==> src/rtl/ctrl_pipe_pkg.sv <==
// Shared defaults and control-bundle bit map for the MIPS control pipeline.
package ctrl_pipe_pkg;

  localparam int CTRL_W_DEF = 16;
  localparam int STAGES_DEF = 3;
  localparam int CNT_W_DEF  = 32;

  localparam int REGWRITE    = 0;
  localparam int MEMTOREG    = 1;
  localparam int MEMWRITE    = 2;
  localparam int ALUCTRL_LSB = 3;
  localparam int ALUCTRL_MSB = 5;
  localparam int DATAMOVE    = 6;
  localparam int WRITEHILO   = 7;
  localparam int HIORLO      = 8;

  // Packs individual decoded fields into a bundle; unlisted bits stay 0.
  function automatic logic [CTRL_W_DEF-1:0] mk_ctrl(
    input logic       regwrite,
    input logic       memtoreg,
    input logic       memwrite,
    input logic [2:0] aluctrl,
    input logic       datamove,
    input logic       writehilo,
    input logic       hiorlo
  );
    logic [CTRL_W_DEF-1:0] r;
    r = '0;
    r[REGWRITE]                  = regwrite;
    r[MEMTOREG]                  = memtoreg;
    r[MEMWRITE]                  = memwrite;
    r[ALUCTRL_MSB:ALUCTRL_LSB]   = aluctrl;
    r[DATAMOVE]                  = datamove;
    r[WRITEHILO]                 = writehilo;
    r[HIORLO]                    = hiorlo;
    return r;
  endfunction

endpackage

==> src/rtl/ctrl_stage_reg.sv <==
// One pipeline stage: control bundle plus valid bit with flush/hold/bubble priority.
module ctrl_stage_reg
  import ctrl_pipe_pkg::*;
#(
  parameter int CTRL_W = CTRL_W_DEF
) (
  input  logic              clk,
  input  logic              rst,
  input  logic              flush,
  input  logic              hold,
  input  logic              bubble,
  input  logic [CTRL_W-1:0] d_ctrl,
  input  logic              d_valid,
  output logic [CTRL_W-1:0] q_ctrl,
  output logic              q_valid
);

  logic [CTRL_W-1:0] r_ctrl;
  logic              r_valid;

  always_ff @(posedge clk) begin
    if (rst || flush) begin
      r_ctrl  <= '0;
      r_valid <= 1'b0;
    end else if (hold) begin
      r_ctrl  <= r_ctrl;
      r_valid <= r_valid;
    end else if (bubble) begin
      r_ctrl  <= '0;
      r_valid <= 1'b0;
    end else begin
      // Invalid loads are zeroed so an empty stage never asserts a write enable.
      r_ctrl  <= d_valid ? d_ctrl : '0;
      r_valid <= d_valid;
    end
  end

  assign q_ctrl  = r_ctrl;
  assign q_valid = r_valid;

endmodule

==> src/rtl/ctrl_pipe.sv <==
// Parametrised control-signal pipeline (Decode -> E/M/W) with upstream stall chain.
// Optional performance counters are built only when CTRL_PIPE_PERF_EN is defined.
module ctrl_pipe
  import ctrl_pipe_pkg::*;
#(
  parameter int CTRL_W = CTRL_W_DEF,
  parameter int STAGES = STAGES_DEF,
  parameter int CNT_W  = CNT_W_DEF
) (
  input  logic                     clk,
  input  logic                     rst,
  input  logic [CTRL_W-1:0]        ctrl_d,
  input  logic                     valid_d,
  input  logic [STAGES-1:0]        stall,
  input  logic [STAGES-1:0]        flush,
  output logic                     ready_d,
  output logic [STAGES*CTRL_W-1:0] ctrl_q,
  output logic [STAGES-1:0]        valid_q,
  output logic [CNT_W-1:0]         bubble_cnt,
  output logic [CNT_W-1:0]         flush_cnt
);

  logic [STAGES-1:0]             w_hold;
  logic [STAGES-1:0][CTRL_W-1:0] w_ctrl;
  logic [STAGES-1:0]             w_valid;

  // Holds ripple upstream only: a stalled stage freezes everything before it.
  assign w_hold[STAGES-1] = stall[STAGES-1];
  for (genvar i = 0; i < STAGES-1; i++) begin : g_hold
    assign w_hold[i] = stall[i] | w_hold[i+1];
  end

  for (genvar i = 0; i < STAGES; i++) begin : g_stage
    if (i == 0) begin : g_first
      ctrl_stage_reg #(.CTRL_W(CTRL_W)) u_stage (
        .clk    (clk),
        .rst    (rst),
        .flush  (flush[i]),
        .hold   (w_hold[i]),
        .bubble (1'b0),
        .d_ctrl (ctrl_d),
        .d_valid(valid_d),
        .q_ctrl (w_ctrl[i]),
        .q_valid(w_valid[i])
      );
    end else begin : g_rest
      ctrl_stage_reg #(.CTRL_W(CTRL_W)) u_stage (
        .clk    (clk),
        .rst    (rst),
        .flush  (flush[i]),
        .hold   (w_hold[i]),
        .bubble (w_hold[i-1]),
        .d_ctrl (w_ctrl[i-1]),
        .d_valid(w_valid[i-1]),
        .q_ctrl (w_ctrl[i]),
        .q_valid(w_valid[i])
      );
    end
  end

  assign ready_d = ~w_hold[0];
  assign ctrl_q  = w_ctrl;
  assign valid_q = w_valid;

`ifdef CTRL_PIPE_PERF_EN
  logic [CNT_W-1:0] r_bubble_cnt;
  logic [CNT_W-1:0] r_flush_cnt;

  // Both counters saturate rather than wrap.
  always_ff @(posedge clk) begin
    if (rst) begin
      r_bubble_cnt <= '0;
      r_flush_cnt  <= '0;
    end else begin
      if (!w_valid[STAGES-1] && r_bubble_cnt != '1)
        r_bubble_cnt <= r_bubble_cnt + CNT_W'(1);
      if (|(flush & w_valid) && r_flush_cnt != '1)
        r_flush_cnt <= r_flush_cnt + CNT_W'(1);
    end
  end

  assign bubble_cnt = r_bubble_cnt;
  assign flush_cnt  = r_flush_cnt;
`else
  assign bubble_cnt = '0;
  assign flush_cnt  = '0;
`endif

endmodule
==> config.mk <==
export PLATFORM = sky130hd
export DESIGN_NAME = ctrl_pipe
export DESIGN_NICKNAME = d
export VERILOG_FILES = /design/src/rtl/ctrl_pipe_pkg.sv /design/src/rtl/ctrl_stage_reg.sv /design/src/rtl/ctrl_pipe.sv
export SDC_FILE = /design/constraint.sdc
export NUM_CORES = 1
export LEC_CHECK = 0
export CORE_ASPECT_RATIO = 0.9
export CORE_MARGIN = 2
export CORE_UTILIZATION = 37
export DETAILED_ROUTE_END_ITERATION = 6
export PLACE_DENSITY_LB_ADDON = 0.08
export SKIP_LAST_GASP = 1
export SYNTH_ARGS = -nofsm -noshare
export SYNTH_HDL_FRONTEND = slang
export SYNTH_SLANG_ARGS = --single-unit
==> constraint.sdc <==
create_clock -name clk -period 2.3 [get_ports clk]
set_clock_uncertainty 0.05 [all_clocks]
set_input_delay 0.69 -clock clk [delete_from_list [all_inputs] [get_ports clk]]
set_output_delay 0.69 -clock clk [all_outputs]
set_load 0.02 [all_outputs]
# Word-level counts from Yosys, hierarchy flattened
# Index checks and enable logic that the tools add are counted.
# W data, S select, Z words.
[totals]
elab_cells = 19
out_inout_bits = 116
input_bits = 25
register_bits = 51
[op_classes]
n_reduce_logical = 3
n_bitwise = 3
n_mux = 7
[op_table]
columns = ["operator", "count"]
rows = [
  ["$mux W16", 5],
  ["$logic_or A1 B1 Y1", 3],
  ["$mux W1", 2],
  ["$or A1 B1 Y1", 2],
  ["$not A1 Y1", 1],
]

# Depth between registers and ports, before layout
[logic_depth]
depth_word = 3
depth_mapped = 6

# Hierarchy
# Synthesis repeated with hierarchy kept, for this count alone.
[unflattened]
hier_cells = 191
hier_area_um2 = 2262.2
[modules_own_cells]
columns = ["mod", "cells_per_inst", "area_per_inst_um2", "instances"]
rows = [
  ["ctrl_stage_reg", 41, 586.8, 3],
  ["ctrl_pipe", 68, 501.7, 1],
]

# Least setup slack after synthesis
# OpenSTA, ideal clock, no wires.
[synth_timing]
path_type = "input -> output"
startpoint = "in stall[2]"
endpoint = "out ready_d"
arrival_ns = 1.395
cell_stages = 4
path_slack_ns = 0.165
cell_sequence = "or3_1 -> buf_6 -> inv_8 -> buf_12"
[synth_via]
elab_chain_cells = 3
[synth_rtl]
columns = ["element", "line", "source"]
rows = [
  ["start: declaration", "ctrl_pipe.sv:14", "input logic [STAGES-1:0] stall,"],
  ["$or A1 B1 Y1 (2 in a row)", "ctrl_pipe.sv:30", "assign w_hold[i] = stall[i] | w_hold[i+1];"],
  ["$not A1 Y1", "ctrl_pipe.sv:61", "assign ready_d = ~w_hold[0];"],
  ["end: declaration", "ctrl_pipe.sv:16", "output logic ready_d,"],
]
# No other way between the ends.

# Worst setup path in the final report
[layout_timing]
startpoint = "in stall[1]"
endpoint = "out ready_d"
# The elaborated chain is that of the path after synthesis.

==> metrics.txt <==
# TYPE chip_impl_metric gauge
chip_impl_metric{name="crit_required",unit="ns"} 1.56
chip_impl_metric{name="clock_tree.htree_level_count",unit=""} 2
chip_impl_metric{name="post_synthesis_cell_area",unit="mm2"} 0.00224
chip_impl_metric{name="numPortBuffers",unit=""} 76
chip_impl_metric{name="multi_input_comb_area",unit="um2"} 850
chip_impl_metric{name="cts-buffers-inserted",unit=""} 5
chip_impl_metric{name="setup_ws",unit="ns"} 0.0163
chip_impl_metric{name="syn_inst",unit=""} 232
chip_impl_metric{name="fin_nets",unit=""} 330
chip_impl_metric{name="antenna_found_initial",unit=""} 0
chip_impl_metric{name="sequential_cell_area",unit="mm2"} 0.00102
chip_impl_metric{name="utilization",unit=""} 0.501
chip_impl_metric{name="layout_worst_path_cycle_share",unit=""} 0.993
chip_impl_metric{name="share_of_the_synthesized_area_in_the_top_cell_type",unit=""} 0.456
chip_impl_metric{name="placeableCoreArea",unit="mm2"} 0.00576
chip_impl_info{name="ys_dominant_reg_cell",value="dfxtp_1"} 1
chip_impl_metric{name="power-per-cell-area",unit="mW/mm2"} 535
chip_impl_info{name="ctsRootBufferMaster",value="clkbuf_8"} 1
chip_impl_metric{name="net-switching-power",unit="mW"} 0.402
chip_impl_metric{name="syn_to_final_growth",unit="%"} 28.8
chip_impl_metric{name="gr-usage-all-layers",unit=""} 0.144
chip_impl_metric{name="synth.avg_cell_area",unit="um2"} 9.65
chip_impl_metric{name="worst-endpoint-arrival",unit="ns"} 1.54
chip_impl_metric{name="initial_utilization",unit=""} 0.389
chip_impl_metric{name="placed_cells",unit=""} 368
chip_impl_metric{name="post_cts.repair.setup_buffers",unit=""} 0
chip_impl_metric{name="die_area",unit="mm2"} 0.00669
chip_impl_metric{name="drc_errors",unit=""} 0
chip_impl_info{name="grt_setup_unrepaired",value="false"} 1
chip_impl_metric{name="globalplace.congestion",unit=""} 0.833
chip_impl_metric{name="finalMaxSlewViolations",unit=""} 0
chip_impl_metric{name="dr_vias",unit=""} 1639
chip_impl_metric{name="grt_max_degree",unit=""} 18
chip_impl_metric{name="setup_viol_count_final",unit=""} 0
chip_impl_metric{name="comb_power_share",unit=""} 0.124
chip_impl_info{name="worstSetupPathType",value="input pin to output port"} 1
chip_impl_metric{name="dp_slack",unit="ns"} -0.826
chip_impl_metric{name="layout.filler_cells",unit=""} 518
chip_impl_info{name="cts_tree",value="yes"} 1
chip_impl_metric{name="cts.clk_slew.worst_paths",unit="ns"} 0.08
chip_impl_metric{name="period_minus_slack",unit="ns"} 2.28
chip_impl_info{name="synthTopCellsByArea",value="dfxtp_1 46%, buf_4 23%, a22o_1 13%, a21oi_1 4.0%, nand3_1 3.6%"} 1
chip_impl_metric{name="placementRows",unit=""} 26
chip_impl_metric{name="postRouteWirelength",unit="um"} 4980
chip_impl_metric{name="leakage",unit="nW"} 1.14
chip_impl_info{name="worst_setup_path_end_kind",value="output port"} 1
chip_impl_metric{name="vias_per_cell",unit=""} 4.38
chip_impl_info{name="post-synth-top-count-cell",value="buf_4"} 1
chip_impl_metric{name="wl_per_cell",unit="um"} 13.3
chip_impl_metric{name="final_antenna_net_count",unit=""} 0
chip_impl_metric{name="synth_edf_count",unit=""} 0
chip_impl_metric{name="via_count_of_the_first_global_routing_pass",unit=""} 1355
chip_impl_metric{name="grt-ovfl-total",unit=""} 0
chip_impl_metric{name="drive_above_1_share",unit=""} 0.0592
chip_impl_metric{name="seq_power_share",unit=""} 0.575
chip_impl_metric{name="p_int",unit="mW"} 1.14
chip_impl_metric{name="grt_pass1_wl",unit="um"} 7450
chip_impl_metric{name="timing.max_cap.violations",unit=""} 0
chip_impl_metric{name="final_cell_area",unit="mm2"} 0.00289
chip_impl_info{name="synth_area_leader_cell",value="dfxtp_1"} 1
chip_impl_metric{name="timing.slew.headroom",unit=""} 0.375
chip_impl_metric{name="detail_route.first_pass.iterations",unit=""} 4
chip_impl_metric{name="highest_clock_rate",unit="MHz"} 438
chip_impl_metric{name="postCtsHoldBufs",unit=""} 0
chip_impl_metric{name="placed_cell_area",unit="mm2"} 0.00281
chip_impl_metric{name="die_x",unit="um"} 86.0
chip_impl_metric{name="power_frac_clock",unit=""} 0.301
chip_impl_metric{name="synth_seq_cells",unit=""} 51
chip_impl_info{name="start_kind",value="input pin"} 1
chip_impl_metric{name="timing.reg2reg.worst_path_depth",unit=""} 4
chip_impl_metric{name="max-clock-path-buffers",unit=""} 2
chip_impl_metric{name="hold-path-cell-count",unit=""} 2
chip_impl_metric{name="netlist-cell-type-count",unit=""} 23
chip_impl_info{name="synth.top_cells.by_count",value="69 x buf_4, 51 x dfxtp_1, 32 x a22o_1"} 1
chip_impl_metric{name="synth_async_sr_flop_share",unit=""} 0
chip_impl_metric{name="antenna_cells_inserted",unit=""} 0
chip_impl_metric{name="layout.cells.non_filler",unit=""} 374
chip_impl_metric{name="max_slew.worst_pin.slew",unit="ns"} 0.932
chip_impl_metric{name="finalHoldViolations",unit=""} 0
chip_impl_metric{name="worst-path-max-fanout",unit=""} 2
chip_impl_metric{name="initialDrtViolationCount",unit=""} 58
chip_impl_metric{name="fin_setup_tns",unit="ns"} 0
chip_impl_metric{name="detailedPlacementHpwl",unit="um"} 3780
chip_impl_metric{name="pin_count",unit=""} 141
chip_impl_info{name="holdCritPathClass",value="flop to flop"} 1
chip_impl_metric{name="vdd.ir_drop.worst",unit="mV"} 0.241
chip_impl_metric{name="yosysSeqAreaShare",unit=""} 0.456
chip_impl_info{name="status",value="finished, final reports clean"} 1
chip_impl_metric{name="ys.warnings.count",unit=""} 0
chip_impl_metric{name="cts.sinks",unit=""} 51
chip_impl_metric{name="die_y",unit="um"} 77.8
chip_impl_metric{name="power.share.switching",unit=""} 0.261
chip_impl_metric{name="clock_latency",unit="ns"} 0.29
-- worst max-delay path: stages --
cell and delay [ns]:
dlygate4sd2_1 0.25, or3_4 0.43, inv_8 0.06, buf_6 0.11
-- per-layer routing --
layer / track usage / vias up / wire length, um
li1: - / 807 / -
met1: 0.205 / 740 / 2350
met3: 0.0309 / 4 / 344
met2: 0.215 / 88 / 2240
met4: 0.0476 / 0 / 48
met5: 0 / - / 0
-- per-stage QoR --
step | total power, mW | hold slack [ns]
after floorplan | 1.12 | 0.395
after global placement | 1.10 | 0.406
after detailed placement | 1.10 | 0.413
after CTS | 1.56 | 0.425
after global routing | 1.60 | 0.438
final | 1.54 | 0.422
-- cells by family (layout without fill, tap and decap cells) --
| group | count (synthesis) | in the layout | share of synthesized area |
|---|---|---|---|
| buffers and inverters | 82 | 91 | 0.273 |
| flip-flops | 51 | 51 | 0.456 |
| AO/OA/AOI/OAI | 50 | 50 | 0.165 |
| AND/OR/NAND/NOR | 47 | 47 | 0.100 |
| other | 1 | 64 | 0.00167 |
| multiplexers | 1 | 1 | 0.00447 |
-- registers in the layout (all words and copies together), names as in the netlist --
signal	cells
g_stage.g_first.u_stage.q_ctrl	16
g_stage.g_rest.u_stage.q_ctrl	32
g_stage.g_first.u_stage.q_valid	1
g_stage.g_rest.u_stage.q_valid	2
-- placed cells by master (no fill, tap or decap) --
master | Yosys | final
clkdlybuf4s50_1 | 0 | 72
or3_4 | 0 | 1
clkbuf_8 | 0 | 5
nand3_1 | 16 | 16
nor3_2 | 1 | 1
buf_4 | 69 | 6
dlygate4sd2_1 | 0 | 3
clkbuf_1 | 3 | 1
conb_1 | 1 | 64
a21oi_1 | 18 | 18
dfxtp_1 | 51 | 51
nor3b_1 | 1 | 1
and3_1 | 2 | 2
nor3_1 | 2 | 2
or2_2 | 1 | 1
buf_6 | 2 | 1
nor2_1 | 3 | 3
nand2_1 | 18 | 18
nor2b_1 | 1 | 1
and2_1 | 1 | 1
a22o_1 | 32 | 32
inv_8 | 1 | 1
mux2i_1 | 1 | 1
buf_12 | 1 | 2
-- final cells by class --
| type | count | area share |
|---|---|---|
| flip-flops and latches | 51 | 0.354 |
| clock buffers | 6 | 0.0252 |
| inverters | 1 | 0.00390 |
| repair buffers | 84 | 0.292 |
| multi-input cells | 162 | 0.294 |
| well taps | 70 | 0.0304 |
-- timing repair --
action,4_1_cts,5_1_grt
resized for setup,10,0
endpoints found under the hold margin,0,0
setup endpoints to repair,1,0
-- power groups by stage --
stage	clock, mW	sequential [mW]	combinational [mW]
2_1_floorplan	0	0.910	0.212
3_3_place_gp	0	0.908	0.190
3_5_place_dp	0	0.908	0.190
4_1_cts	0.484	0.887	0.189
5_1_grt	0.512	0.887	0.203
6_report	0.465	0.887	0.191
-- final timing paths --
path	endpoint	start	slack, ns
worst max register to register	g_stage[1].g_rest.u_stage.q_ctrl[2]	g_stage[0].g_first.u_stage.q_valid	1.09
worst min register to register	g_stage[0].g_first.u_stage.q_ctrl[9]	g_stage[0].g_first.u_stage.q_ctrl[9]	0.42
worst min-delay path	g_stage[0].g_first.u_stage.q_ctrl[9]	g_stage[0].g_first.u_stage.q_ctrl[9]	0.42
worst max-delay path	ready_d	stall[1]	0.02
Power figures use the tool's default switching activity.
